`src/rtl/mtimer_pkg.sv`:
```
// Shared definitions for the machine-timer block: register offsets, CTRL bit
// positions and the 64-bit time type.
package mtimer_pkg;
  typedef logic [63:0] mtime_t;

  localparam logic [31:0] MTIME_LO_A    = 32'h00;
  localparam logic [31:0] MTIME_HI_A    = 32'h04;
  localparam logic [31:0] MTIMECMP_LO_A = 32'h08;
  localparam logic [31:0] MTIMECMP_HI_A = 32'h0C;
  localparam logic [31:0] CTRL_A        = 32'h10;

  localparam int CTRL_EN     = 0;
  localparam int CTRL_IRQ_EN = 1;
  localparam int CTRL_PEND   = 2;
endpackage

```
`src/rtl/tick_rise_detect.sv`:
```
// One-cycle pulse on each rising edge of the clk_i-synchronous time-base level.
module tick_rise_detect (
  input  logic clk_i,
  input  logic rst_i,
  input  logic tick_i,
  output logic rise_o
);
  logic tick_q;

  always_ff @(posedge clk_i or posedge rst_i)
    if (rst_i) tick_q <= 1'b0;
    else       tick_q <= tick_i;

  assign rise_o = tick_i & ~tick_q;
endmodule

```
`src/rtl/mtimer_tick.sv`:
```
// Memory-mapped 64-bit mtime/mtimecmp with level MTIP output.
// Optional MTIMER_HI_SNAPSHOT_EN: MTIME_LO reads latch mtime[63:32] for the next MTIME_HI read.
module mtimer_tick
  import mtimer_pkg::*;
#(
  parameter mtime_t STEP      = 64'd1,
  parameter mtime_t CMP_RESET = 64'hFFFF_FFFF_FFFF_FFFF,
  parameter int     ADDR_W    = 5
) (
  input  logic              clk_i,
  input  logic              rst_i,
  input  logic              tick_i,
  input  logic              sel_i,
  input  logic              we_i,
  input  logic [ADDR_W-1:0] addr_i,
  input  logic [31:0]       wdata_i,
  output logic [31:0]       rdata_o,
  output logic              irq_o
);
  logic        rise;
  mtime_t      mtime, mtimecmp;
  logic        en, irq_en, pend;
  logic [31:0] addr, rd_val, ctrl_rd, hi_rd;
  logic        wr, rd, mtime_wr;

  tick_rise_detect u_rise (
    .clk_i  (clk_i),
    .rst_i  (rst_i),
    .tick_i (tick_i),
    .rise_o (rise)
  );

  assign addr     = 32'(addr_i) & ~32'h3;
  assign wr       = sel_i & we_i;
  assign rd       = sel_i & ~we_i;
  assign mtime_wr = wr & ((addr == MTIME_LO_A) | (addr == MTIME_HI_A));
  assign pend     = (mtime >= mtimecmp);

  // A bus write to either mtime half overrides that edge's increment entirely.
  always_ff @(posedge clk_i or posedge rst_i)
    if (rst_i) begin
      mtime    <= '0;
      mtimecmp <= CMP_RESET;
      en       <= 1'b0;
      irq_en   <= 1'b0;
      irq_o    <= 1'b0;
    end else begin
      if (mtime_wr) begin
        if (addr == MTIME_LO_A) mtime[31:0]  <= wdata_i;
        else                    mtime[63:32] <= wdata_i;
      end else if (rise && en) begin
        mtime <= mtime + STEP;
      end
      if (wr) begin
        case (addr)
          MTIMECMP_LO_A: mtimecmp[31:0]  <= wdata_i;
          MTIMECMP_HI_A: mtimecmp[63:32] <= wdata_i;
          CTRL_A: begin
            en     <= wdata_i[CTRL_EN];
            irq_en <= wdata_i[CTRL_IRQ_EN];
          end
          default: ;
        endcase
      end
      irq_o <= pend & irq_en;
    end

`ifdef MTIMER_HI_SNAPSHOT_EN
  logic [31:0] hi_shadow;

  always_ff @(posedge clk_i or posedge rst_i)
    if (rst_i)                          hi_shadow <= '0;
    else if (rd && addr == MTIME_LO_A)  hi_shadow <= mtime[63:32];

  assign hi_rd = hi_shadow;
`else
  assign hi_rd = mtime[63:32];
`endif

  always_comb begin
    ctrl_rd            = '0;
    ctrl_rd[CTRL_EN]     = en;
    ctrl_rd[CTRL_IRQ_EN] = irq_en;
    ctrl_rd[CTRL_PEND]   = pend;
  end

  always_comb begin
    rd_val = '0;
    case (addr)
      MTIME_LO_A:    rd_val = mtime[31:0];
      MTIME_HI_A:    rd_val = hi_rd;
      MTIMECMP_LO_A: rd_val = mtimecmp[31:0];
      MTIMECMP_HI_A: rd_val = mtimecmp[63:32];
      CTRL_A:        rd_val = ctrl_rd;
      default:       rd_val = '0;
    endcase
  end

  always_ff @(posedge clk_i or posedge rst_i)
    if (rst_i)   rdata_o <= '0;
    else if (rd) rdata_o <= rd_val;
endmodule

```
`config.mk`:
```
export PLATFORM = sky130hd
export DESIGN_NAME = mtimer_tick
export DESIGN_NICKNAME = d
export VERILOG_FILES = /design/src/rtl/mtimer_pkg.sv /design/src/rtl/tick_rise_detect.sv /design/src/rtl/mtimer_tick.sv
export SDC_FILE = /design/constraint.sdc
export NUM_CORES = 1
export LEC_CHECK = 0
export ABC_CLOCK_PERIOD_IN_PS = 7600
export CAP_MARGIN = 15
export CORE_MARGIN = 2
export CORE_UTILIZATION = 25
export DETAILED_ROUTE_END_ITERATION = 12
export PLACE_DENSITY = 0.45
export SLEW_MARGIN = 20
export SYNTH_ARGS = -nofsm -noshare
export SYNTH_HDL_FRONTEND = slang
export SYNTH_SLANG_ARGS = --single-unit
export TNS_END_PERCENT = 100
```
`constraint.sdc`:
```
create_clock -name clk_i -period 7.6 [get_ports clk_i]
set_input_delay 1.52 -clock clk_i [delete_from_list [all_inputs] [get_ports clk_i]]
set_output_delay 1.52 -clock clk_i [all_outputs]
set_load 0.01 [all_outputs]
```
==> flow_summary.toml, run 1 <==
[cts]
cts_tree = "built"
ctsHtreeMaxLevel = 4
numCtsBuffers = 17
cts_hold_buf = 0
cts-root-buf = "clkbuf_16"
clk_pin_slew_ns = 0.06
cts_buffer_depth = 2
cts_num_sinks = 164
clk_latency_ns = 0.45
cts_resized = 0
cts_setup_buffers = 0

[power]
power.internal_uw = 2020
p_leak_uw = 0.004812
ir_drop_uv = 167.5
clock_power_share_pct = 30.5
pwr-share-seq_pct = 43.8
combPwrFrac_pct = 25.7
switchingPower_uw = 1084
p_per_area_mw_per_mm2 = 257.2
netSwitchingFraction_pct = 34.93

[detailed_routing]
ant_nets = 0
drc = 0
routed_wl_um = 37090
wire_per_inst_um = 21.37
vias_per_cell = 5.329
firstDrtPassIters = 6
drt-initial-drc-count = 593
num_vias = 9251

[setup_path]
r2r_start = "mtime[1]$_DFFE_PP0P_"
worstPathCellList = "clkdlybuf4s50_1 -> nor4bb_4 -> buf_4 -> nand2b_1 -> nand2_1 -> o21ai_0 -> a22o_1"
ff2ff_path_depth = 7
critPathKind = "in2reg"
crit_path_start_kind = "input pin"
cpPeakStageDelay_ns = 0.92
crit_start = "addr_i[3]"
cp_max_fo = 37
cp-end-kind = "flip-flop"
worstPathArrival_ns = 4.91
slowest_stage = "nand2_1"
required_ns = 7.93

[final_layout]
fillers = 4271
fin_util_pct = 30.16
syn_to_final_growth_pct = 18.36
final_cell_mix = "160 x nand2_1, 131 x o21ai_0, 104 x a21oi_1, 100 x dfrtp_1, 74 x inv_1"
layout_commonest_cell = "nand2_1"
diodes = 0
drive_gt1_share_pct = 11.64
nets = 1306

[die]
initial_core_util_pct = 25.48
num_rows = 73
boundaryPins = 75
fp.dieW_um = 205.9
die-area_mm2 = 0.04241
die_y_um = 205.9
core_mm2 = 0.04001

[placement]
pre_cts_slack_ns = 2.556
gp_congestion = 0.8059
portBuffers = 72
dp_hpwl_um = 25760

[sta]
fin_tns_setup_ns = 0
fin_crit_sh_pct = 60.30
fmax_mhz = 218.2
tightest_slew_ns = 1.018
drv_slew = 0
hold_viol = 0
skew_ns = 0.01029
rsz0062_at_grt = "false"
min_period_ns = 4.582
setup_ws_ns = 3.018
max_slew_margin_pct = 31.62
setup_viol = 0

[min_path]
min_path_cells = 2
hold_start = "rdata_o[16]$_DFFE_PP0P_"
min_path_type = "reg2reg"

[synth]
ys_seq_area_share_pct = 41.04
synth.avg_cell_area_um2 = 8.721
synth_nets = 1276
synthArstFlopShare_pct = 100.0
yosys.area.top_type_share_pct = 24.55
synth_top_area_cell = "dfrtp_1"
synthCells = 1169
synth-edff-count = 0
synthFlopType = "dfrtp_1"
yosys_warnings = 0
synth.ff_latch_count = 164
synth_area_leaders = "dfrtp_1 25%, dfstp_2 16%, ha_1 8.0%, o21ai_0 6.4%, nand2_1 5.9%"
synth_area_mm2 = 0.01019
synthDistinctLibCells = 72

[grt]
gr-total-overflow = 0
grt_use_total_pct = 17.94
first_global_vias = 9185
grt_pass1_wl_um = 57530
antenna_found_initial = 0
grt_max_degree = 81

[run]
cap_violations = 0

[run_status]
status = "finished, final reports clean"
logic make-up after synthesis:
family | count (synthesis) | share of synthesized area [%]
DFF | 164 | 41.04
buffers and inverters | 150 | 5.707
and+or+nand+nor | 374 | 18.95
AOI/OAI and AO/OA | 407 | 25.42
muxes | 8 | 0.8223
adders and majority gates | 65 | 7.977
xor gates and xnor gates | 1 | 0.08593
cell usage after synthesis, drive strengths merged, types with 18 or more instances:
cell and number:
nand2 161, o21ai 131, a21oi 105, dfrtp 100, inv 75, ha 65
dfstp 64, clkbuf 60, nor2 47, nand3 42, a221oi 35, nand4 33
a22o 30, o22ai 21, nor3 18
per-stage QoR:
| step | area [um2] | instances | hold WS [ns] | power [uW] |
|---|---|---|---|---|
| 2_1_floorplan | 10190 | 1169 | 0.4866 | 1819 |
| 3_3_place_gp | 11440 | 1705 | 0.4642 | 2155 |
| 3_5_place_dp | 11440 | 1705 | 0.4706 | 2171 |
| 4_1_cts | 12060 | 1736 | 0.4861 | 3139 |
| 5_1_grt | 12070 | 1736 | 0.4980 | 3314 |
| 6_report | 12070 | 1736 | 0.4769 | 3104 |
registers in the layout (all words and copies together), names as in the netlist:
signal         count
en                 1
irq_en             1
irq_o              1
mtime             64
mtimecmp          64
rdata_o           32
u_rise.tick_q      1
path summary, 6_finish.rpt:
| kind | endpoint | slack [ns] |
|---|---|---|
| setup reg to reg | mtime[48]$_DFFE_PP0P_ | 4.28 |
| min in group asynchronous | rdata_o[11]$_DFFE_PP0P_ | 1.59 |
| hold / removal | rdata_o[16]$_DFFE_PP0P_ | 0.48 |
| hold reg to reg | rdata_o[16]$_DFFE_PP0P_ | 0.48 |
| setup / recovery | mtime[10]$_DFFE_PP0P_ | 3.02 |
| max in group asynchronous | mtime[5]$_DFFE_PP0P_ | 4.84 |
power groups by stage:
stage | clock network, uW | logic [uW] | registers, uW
2_1_floorplan | 0 | 532 | 1290
3_3_place_gp | 0 | 787 | 1370
3_5_place_dp | 0 | 799 | 1370
4_1_cts | 975 | 804 | 1360
5_1_grt | 1010 | 913 | 1390
6_report | 948 | 796 | 1360
area by class of cell:
class,instances,area (um2),share of cell area (%)
multi-input cells,855,5493,45.52
repair buffers,86,825.8,6.844
flip-flops and latches,164,4184,34.67
clock inverters,7,118.9,0.9851
inverters,75,286.5,2.375
well taps,525,656.9,5.444
clock buffers,24,501.7,4.158
critical path: cells and delay by family:
kind / cells / cell delay, ns
AO/OA/AOI/OAI: 2 / 0.49
buffers and inverters: 2 / 1.13
AND/OR/NAND/NOR: 3 / 1.74
layer usage:
| layer | vias to the layer above | share of wire [%] | track usage, % |
|---|---|---|---|
| met4 | 0 | 0.85 | 3.699 |
| met1 | 4601 | 48 | 25.59 |
| met5 | - | 0 | 0 |
| met2 | 238 | 47 | 28.51 |
| li1 | 4390 | - | - |
| met3 | 22 | 4.1 | 2.933 |
Note: power is estimated with default switching activity, not from simulation.
==> run 2, diff against run 1 <==
Settings changed: ABC_CLOCK_PERIOD_IN_PS 7600 to 4650.
Clock period 7.6 ns to 4.65 ns, I/O delays scaled along.
==> run 2 against run 1 <==
  * Setup slack worse by 1.6 ns
  * Wire length hardly changed
  * Highest routed layer unchanged
  * Final area is 0.95% higher
==> flow_summary.toml, run 2 (same netlist as run 1, synthesis figures left out) <==
[cts]
cts_setup_buffers = 0
ctsHtreeMaxLevel = 4
cts_buffer_depth = 2
cts_hold_buf = 0
clk_latency_ns = 0.45
cts_num_sinks = 164
cts_resized = 0
clk_pin_slew_ns = 0.07
numCtsBuffers = 17
cts_tree = "built"
cts-root-buf = "clkbuf_16"

[sta]
hold_viol = 0
rsz0062_at_grt = "false"
min_period_ns = 3.230
fmax_mhz = 309.6
fin_tns_setup_ns = 0
drv_slew = 0
tightest_slew_ns = 0.9521
skew_ns = 0.01268
setup_viol = 0
fin_crit_sh_pct = 69.46
max_slew_margin_pct = 36.00

[detailed_routing]
routed_wl_um = 37090
wire_per_inst_um = 21.21
firstDrtPassIters = 5
vias_per_cell = 5.284
num_vias = 9242
drc = 0
drt-initial-drc-count = 673
ant_nets = 0

[power]
switchingPower_uw = 1783
ir_drop_uv = 273.7
p_leak_uw = 0.004887
power.internal_uw = 3242
p_per_area_mw_per_mm2 = 412.5
pwr-share-seq_pct = 44.2
netSwitchingFraction_pct = 35.47
combPwrFrac_pct = 26.1
clock_power_share_pct = 29.8

[placement]
gp_congestion = 0.8561
dp_hpwl_um = 26500
portBuffers = 72
placed_cell_area_mm2 = 0.01158

[setup_path]
cp-end-kind = "flip-flop"
cpPeakStageDelay_ns = 0.68
critPathKind = "in2reg"
slowest_stage = "clkdlybuf4s50_1"
worstPathArrival_ns = 3.56
cp_top_family = "simple AND/OR/NAND/NOR gates"
crit_start = "addr_i[3]"
r2r_start = "mtime[1]$_DFFE_PP0P_"
required_ns = 4.98
crit_path_start_kind = "input pin"
critPathBufInv = 2
worstPathCellList = "clkdlybuf4s50_1 -> nor4bb_4 -> nor2_1 -> nor2_2 -> buf_4 -> nor3_1 -> a21oi_1 -> nand3_1"
cp_max_fo = 15

[grt]
grtUsageMet1_pct = 25.81
gr-total-overflow = 0
use_met2_pct = 28.70
grt_use_total_pct = 18.08
antenna_found_initial = 0
busiest_layer = "met2"
grt.met3_usage_pct = 2.523
grt_pass1_wl_um = 58110
grt_max_degree = 110
first_global_vias = 9164

[final_layout]
fin_util_pct = 30.45
layout_commonest_cell = "nand2_1"
nets = 1318
drive_gt1_share_pct = 12.66
final_cell_mix = "160 x nand2_1, 131 x o21ai_0, 104 x a21oi_1, 100 x dfrtp_1, 74 x inv_1"
diodes = 0
reg.largest.list = "mtime x64, mtimecmp x64, rdata_o x32"
syn_to_final_growth_pct = 19.49
multi_input_area_mm2 = 0.005484
fillers = 4257
final-seq-area_mm2 = 0.004184
fin_area_mm2 = 0.01218

[die]
core_mm2 = 0.04001
fp.dieW_um = 205.9
initial_core_util_pct = 25.48
die_y_um = 205.9
boundaryPins = 75
num_rows = 73
die-area_mm2 = 0.04241

[run]
cap_violations = 0

[min_path]
hold_start = "rdata_o[16]$_DFFE_PP0P_"
min_path_type = "reg2reg"

[run_status]
status = "finished, final reports clean"
run 2: power groups by stage:
stage                     logic, uW  registers [uW]  clock network [uW]
after floorplan                 869            2100                   0
after global placement         1300            2240                   0
after detailed placement       1320            2240                   0
after CTS                      1320            2220                1540
after global routing           1520            2270                1590
final                          1310            2220                1500
run 2: worst min-delay path, cell delays in order (launching register included):
cell	delay, ns
dfrtp_1	0.34
nand2_1	0.04
o21ai_0	0.06
run 2: through the flow:
stage / setup WS (ns) / hold WS (ns) / instances / total power (uW)
floorplan: 1.687 / 0.4866 / 1169 / 2973
global placement: 0.9317 / 0.4652 / 1717 / 3538
detailed placement: 0.9242 / 0.4703 / 1717 / 3557
CTS: 1.424 / 0.4866 / 1749 / 5081
global route: 1.246 / 0.5175 / 1749 / 5378
finish: 1.420 / 0.4788 / 1749 / 5025
run 2: layer usage:
layer / vias up / share of wire [%]
met5: - / 0
met4: 0 / 1.7
met3: 39 / 3.7
met1: 4602 / 49
li1: 4413 / -
met2: 188 / 46
run 2: worst paths after layout:
path                       cells past startpoint                      end  slack (ns)
max                                            8    mtime[59]$_DFFE_PP0P_        1.42
min                                            2  rdata_o[16]$_DFFE_PP0P_        0.48
max reg2reg                                    7    mtime[48]$_DFFE_PP0P_        1.42
min reg2reg                                    2  rdata_o[16]$_DFFE_PP0P_        0.48
max in group asynchronous                      3    mtime[31]$_DFFE_PP0P_        3.08
min in group asynchronous                      2  rdata_o[13]$_DFFE_PP0P_        0.75
run 2: cell type report:
| type | count | share of cell area, % |
|---|---|---|
| tap | 525 | 5.392 |
| clock buffer | 21 | 3.944 |
| sequential | 164 | 34.35 |
| multi-input combinational | 855 | 45.02 |
| inverter | 75 | 2.342 |
| clock inverter | 11 | 1.027 |
| timing repair buffer | 98 | 7.929 |
